--- config.mk ---
export PLATFORM = sky130hd
export DESIGN_NAME = pipeline_stall_controller
export DESIGN_NICKNAME = d
export VERILOG_FILES = /design/src/rtl/pipeline_stall_controller_pkg.sv /design/src/rtl/pipeline_stall_controller_sat_counter.sv /design/src/rtl/pipeline_stall_controller.sv
export SDC_FILE = /design/constraint.sdc
export NUM_CORES = 1
export LEC_CHECK = 0
export CORE_ASPECT_RATIO = 0.8
export CORE_MARGIN = 2
export CORE_UTILIZATION = 53
export CTS_CLUSTER_DIAMETER = 60
export CTS_CLUSTER_SIZE = 40
export DETAILED_ROUTE_END_ITERATION = 7
export GPL_TIMING_DRIVEN = 0
export PLACE_DENSITY = 0.83
export SLEW_MARGIN = 20
export SYNTH_ARGS = -nofsm -noshare
export SYNTH_HDL_FRONTEND = slang
export SYNTH_HIERARCHICAL = 1
export SYNTH_SLANG_ARGS = --single-unit
--- constraint.sdc ---
create_clock -name clk -period 2.9 [get_ports clk]
set_input_delay 0.29 -clock clk [delete_from_list [all_inputs] [get_ports clk]]
set_output_delay 0.29 -clock clk [all_outputs]
set_load 0.005 [all_outputs]
--- src/rtl/pipeline_stall_controller_pkg.sv ---
// Shared definitions for the pipeline stall controller.
//   state_e      : controller state (run / frozen on data-memory wait)
//   ctrl_t       : bundle of every pipeline-register enable and flush plus PC write
//   CtrlDefault  : enables when no hazard is requested (all writes on, no flush)
//   CtrlFreeze   : everything held, nothing flushed (memory wait and reset)
package pipeline_stall_controller_pkg;

    typedef enum logic {
        StRun    = 1'b0,
        StFreeze = 1'b1
    } state_e;

    typedef struct packed {
        logic pc_write;
        logic if_id_write;
        logic if_id_flush;
        logic id_ex_write;
        logic id_ex_flush;
        logic ex_mem_write;
        logic mem_wb_write;
    } ctrl_t;

    localparam ctrl_t CtrlDefault = '{
        pc_write:     1'b1,
        if_id_write:  1'b1,
        if_id_flush:  1'b0,
        id_ex_write:  1'b1,
        id_ex_flush:  1'b0,
        ex_mem_write: 1'b1,
        mem_wb_write: 1'b1
    };

    localparam ctrl_t CtrlFreeze = '0;

endpackage

--- src/rtl/pipeline_stall_controller_sat_counter.sv ---
// Saturating up-counter used for the stall/flush performance counters.
// Ports:
//   clk    : clock, rising edge
//   rst    : asynchronous active-low reset, clears count
//   inc    : increment by one this cycle (ignored once saturated)
//   clr    : synchronous clear, wins over inc
//   count  : current value, sticks at all-ones
module pipeline_stall_controller_sat_counter #(
    parameter int unsigned W = 32
) (
    input  logic         clk,
    input  logic         rst,
    input  logic         inc,
    input  logic         clr,
    output logic [W-1:0] count
);

    always_ff @(posedge clk or negedge rst) begin
        if (!rst) begin
            count <= '0;
        end else if (clr) begin
            count <= '0;
        end else if (inc && (count != {W{1'b1}})) begin
            count <= count + W'(1);
        end
    end

endmodule

--- src/rtl/pipeline_stall_controller.sv ---
// Pipeline stall controller: turns hazard requests into pipeline-register enables/flushes
// and PC write. Priority is reset > mem_busy > branch (incl. deferred) > load-use.
// Ports:
//   clk, rst                 : clock and asynchronous active-low reset
//   load_use_stall           : load-use hazard detected in ID
//   branch_taken             : taken branch/jump resolved in EX this cycle
//   mem_busy                 : data memory cannot complete its access this cycle
//   pc_write .. mem_wb_write : combinational enables/flushes for PC and pipeline registers
//   wait_timeout             : sticky flag, mem_busy held for MAX_WAIT consecutive cycles
//   stall_count, flush_count : saturating counts of load-use bubbles and branch flushes
module pipeline_stall_controller
    import pipeline_stall_controller_pkg::*;
#(
    parameter int unsigned MAX_WAIT = 16,
    parameter int unsigned CNT_W    = 32
) (
    input  logic             clk,
    input  logic             rst,
    input  logic             load_use_stall,
    input  logic             branch_taken,
    input  logic             mem_busy,
    output logic             pc_write,
    output logic             if_id_write,
    output logic             if_id_flush,
    output logic             id_ex_write,
    output logic             id_ex_flush,
    output logic             ex_mem_write,
    output logic             mem_wb_write,
    output logic             wait_timeout,
    output logic [CNT_W-1:0] stall_count,
    output logic [CNT_W-1:0] flush_count
);

    localparam int unsigned WaitW = $clog2(MAX_WAIT + 1);
    localparam logic [WaitW-1:0] WaitMax = WaitW'(MAX_WAIT);

    state_e           state_q, state_d;
    logic             pend_flush_q, pend_flush_d;
    logic [WaitW-1:0] wait_cnt_q, wait_cnt_d;
    logic             wait_timeout_q, wait_timeout_d;
    logic             br_eff;
    logic             inc_stall, inc_flush;
    ctrl_t            ctrl;

    // A branch seen while frozen is remembered and replayed on the first free cycle.
    assign br_eff = branch_taken | pend_flush_q;

    always_comb begin
        ctrl         = CtrlDefault;
        inc_stall    = 1'b0;
        inc_flush    = 1'b0;
        state_d      = StRun;
        pend_flush_d = 1'b0;

        if (mem_busy) begin
            ctrl    = CtrlFreeze;
            state_d = StFreeze;
            unique case (state_q)
                StRun:    pend_flush_d = br_eff;
                StFreeze: pend_flush_d = pend_flush_q | branch_taken;
                default:  pend_flush_d = 1'b0;
            endcase
        end else if (br_eff) begin
            // Load-use is on the wrong path here and is dropped.
            ctrl.if_id_flush = 1'b1;
            ctrl.id_ex_flush = 1'b1;
            inc_flush        = 1'b1;
        end else if (load_use_stall) begin
            ctrl.pc_write    = 1'b0;
            ctrl.if_id_write = 1'b0;
            ctrl.id_ex_flush = 1'b1;
            inc_stall        = 1'b1;
        end

        if (!rst) begin
            ctrl = CtrlFreeze;
        end
    end

    always_comb begin
        wait_cnt_d     = '0;
        wait_timeout_d = wait_timeout_q;
        if (mem_busy) begin
            wait_cnt_d = (wait_cnt_q == WaitMax) ? wait_cnt_q : wait_cnt_q + WaitW'(1);
            if (wait_cnt_d == WaitMax) begin
                wait_timeout_d = 1'b1;
            end
        end
    end

    always_ff @(posedge clk or negedge rst) begin
        if (!rst) begin
            state_q        <= StRun;
            pend_flush_q   <= 1'b0;
            wait_cnt_q     <= '0;
            wait_timeout_q <= 1'b0;
        end else begin
            state_q        <= state_d;
            pend_flush_q   <= pend_flush_d;
            wait_cnt_q     <= wait_cnt_d;
            wait_timeout_q <= wait_timeout_d;
        end
    end

    pipeline_stall_controller_sat_counter #(
        .W (CNT_W)
    ) u_stall_cnt (
        .clk   (clk),
        .rst   (rst),
        .inc   (inc_stall),
        .clr   (1'b0),
        .count (stall_count)
    );

    pipeline_stall_controller_sat_counter #(
        .W (CNT_W)
    ) u_flush_cnt (
        .clk   (clk),
        .rst   (rst),
        .inc   (inc_flush),
        .clr   (1'b0),
        .count (flush_count)
    );

    assign pc_write     = ctrl.pc_write;
    assign if_id_write  = ctrl.if_id_write;
    assign if_id_flush  = ctrl.if_id_flush;
    assign id_ex_write  = ctrl.id_ex_write;
    assign id_ex_flush  = ctrl.id_ex_flush;
    assign ex_mem_write = ctrl.ex_mem_write;
    assign mem_wb_write = ctrl.mem_wb_write;
    assign wait_timeout = wait_timeout_q;

endmodule
==> impl_results.md <==
- Final nets: 548
- Maximum VDD drop: 0.266 mV
- Worst slew pin tran: 0.700 ns
- Finished Layout Cells: 649
- Max-slew headroom: 0.530
- Die height: 83.2 um
- Final wirelength: 10400 um
- Via density: 5.73
- Seq/Total Area, Yosys: 0.427
- Max Slew Vio Count: 0
- Share of cells above drive strength 1: 0.114
- Placed standard-cell area: 5100 um^2
- Ys flop type: dfrtp_1
- Min Tclk post-route: 2.61 ns
- Antenna Violating Nets Remaining: 0
- Post-CTS Resized: 0
- Worst-path clk slew: 0.08 ns
- Grt ovf: 0
- Count leader, synth: dfrtp_1
- Top cells by count, synth: 71 x dfrtp_1, 58 x nor2_1, 26 x nand3_1
- Crit path arrival time: 2.83 ns
- Core area: 7500 um^2
- # rows: 28
- Fillcell total: 620
- Clock sinks: 71
- Leak: 2.14 nW
- Synthesized area: 4160 um^2
- Status: completed
- Root Driver: clkbuf_8
- Diodes inserted: 0
- PwrDens: 379 nW/um^2
- Final period util: 0.899
- CP required: 3.13 ns
- Hold Crit Class: input pin to asynchronous set/reset pin
- Hold_ws: 0.361 ns
- Mapped Avg Cell Area: 9.38 um^2
- Yosys warning count: 6
- Ports: 77
- Path type of the worst setup path: input pin to flip-flop
- Post-synth EDFFs: 0
- RSZ-0062 raised after global routing: no
- Yosys cell types: 47
- Placed instance count: 632
- Crit Path Max Fanout: 10
- RePlAce Congestion: 0.934
- Final setup viols: 0
- DIE AREA: 8570 um^2
- PortBufs: 76
- Post-CTS Setup Inserts: 0
- Max Cap Viol: 0
- Flops & latches, synth: 71
- Vias in the first global route: 3567
- DR WL/cell: 16.0 um
- Yosys top cell area share: 0.427
- H-tree levels: 3
- Worst skew pair latency: 0.34 ns
- Post-route setup TNS: 0 ns
- Synth-to-Final Area Change: 28.3%
- Final Hold Viols: 0
- Largest area contributor in the netlist: dfrtp_1
- Crit end category: flip-flop
- Async S/R FF share, synth: 1.00
- Initial DRC Count: 249
- Post-DP HPWL: 7490 um
- Top post-synthesis cells by area: dfrtp_1 43%, nor2_1 5.2%, xnor2_1 5.1%
- CTS Buffer Depth: 2
- First-pass GRT wire length: 17300 um
- Fmax: 0.384 GHz
- Initial antenna violation count: 0
- Drc violations: 0
- CTS buffer count: 9
- Syn Inst Count: 443
- Cell area after layout: 5330 um^2
- Largest net degree at the start of global routing: 56
- Category of the worst setup path launch point: input pin
- Setup Skew: 0.0111 ns
- Total track usage: 0.251
- Vias: 3716
- Hold_buf cts: 1
- CTS tree: built
- Pre-antenna DRT Iters: 5
- Initial Utilization: 0.554
- DIE WIDTH: 103 um
## cell usage in the layout, fill, tap and decap left out, types with 5 or more instances in the layout
cell | Yosys | layout
or4_1 | 6 | 6
inv_1 | 17 | 17
dfrtp_1 | 71 | 71
mux2_2 | 11 | 11
xnor2_1 | 24 | 24
nand2_1 | 24 | 24
nand4_1 | 12 | 12
buf_4 | 5 | 6
nand2b_1 | 5 | 5
a211oi_1 | 10 | 10
nor3_1 | 9 | 9
a21o_1 | 6 | 6
nand3_1 | 26 | 26
nor2_1 | 58 | 58
nor4_1 | 8 | 8
nor2b_1 | 15 | 15
clkdlybuf4s50_1 | 0 | 75
clkbuf_8 | 0 | 10
o31ai_1 | 6 | 6
and2_1 | 9 | 9
conb_1 | 1 | 8
o21ai_0 | 9 | 9
clkbuf_1 | 8 | 9
and3_1 | 14 | 14
xor2_1 | 6 | 6
or3_1 | 10 | 10
a21oi_1 | 23 | 23
## worst paths after layout
| kind | from | endpoint | slack (ns) | depth (start not counted) |
|---|---|---|---|---|
| worst min-delay path | rst | u_flush_cnt/count[26] | 0.36 | 2 |
| worst max register to register | pend_flush_q | u_stall_cnt/count[31] | 0.32 | 9 |
| max in group asynchronous | rst | u_stall_cnt/count[23] | 1.99 | 3 |
| worst min register to register | wait_timeout | wait_timeout | 0.48 | 1 |
| min in group clk | wait_timeout | wait_timeout | 0.48 | 1 |
| worst max-delay path | branch_taken | u_stall_cnt/count[31] | 0.29 | 10 |
## worst max-delay path, cell delays in order
cell	delay [ns]
clkdlybuf4s50_1	0.43
nor2_1	0.29
nand2_1	0.10
nor2_1	0.23
and3_1	0.30
nand4_1	0.14
a21o_1	0.17
buf_2	0.18
nor4_1	0.33
mux2_2	0.37
## where the power goes
part | total [mW] | internal [mW] | switching (mW)
sequential | 1.01 | 0.997 | 0.0113
combinational | 0.126 | 0.0520 | 0.0739
clock | 0.887 | 0.509 | 0.378
total | 2.02 | 1.56 | 0.464
## state kept, by name, summed over array words and instances, names as in the netlist
name / flops
u_flush_cnt/count: 32
wait_timeout: 1
u_stall_cnt/count: 32
wait_cnt_q: 5
pend_flush_q: 1
## metal layers
metal  vias to the layer above  global-route usage  routed length, um
met1                      1809               0.357               4740
li1                       1766                   -                  -
met3                        10              0.0556                623
met2                       131               0.392               4980
met4                         0              0.0574                 61
met5                         -                   0                  0
## final cells by class
| cell class | count | area [um^2] | area share |
|---|---|---|---|
| clock buffers | 11 | 141 | 0.0265 |
| clock inverters | 5 | 81.3 | 0.0153 |
| inverters | 17 | 63.8 | 0.0120 |
| well taps | 105 | 131 | 0.0246 |
| multi-input cells | 344 | 2240 | 0.421 |
| flip-flops and latches | 71 | 1780 | 0.333 |
| repair buffers | 78 | 796 | 0.149 |
| plain buffers | 18 | 98.8 | 0.0185 |
## stage by stage
stage                     power (mW)  utilization  setup WS [ns]
after floorplan                 1.08            -          0.739
after global placement          1.14        0.677          -1.87
after detailed placement        1.14        0.680        -0.0330
after CTS                       2.03        0.711          0.335
after global routing            2.10        0.711          0.109
final                           2.02        0.711          0.292
## cell families after synthesis
family | Yosys count | synth area share
AO/OA/AOI/OAI | 68 | 0.113
AND/OR/NAND/NOR | 217 | 0.296
multiplexers | 17 | 0.0479
adder cells (fa/ha/maj) | 4 | 0.0120
flip-flops | 71 | 0.427
other | 1 | 0.000902
XOR/XNOR | 30 | 0.0632
buffers and inverters | 35 | 0.0391
Power figures use the tool's default switching activity.
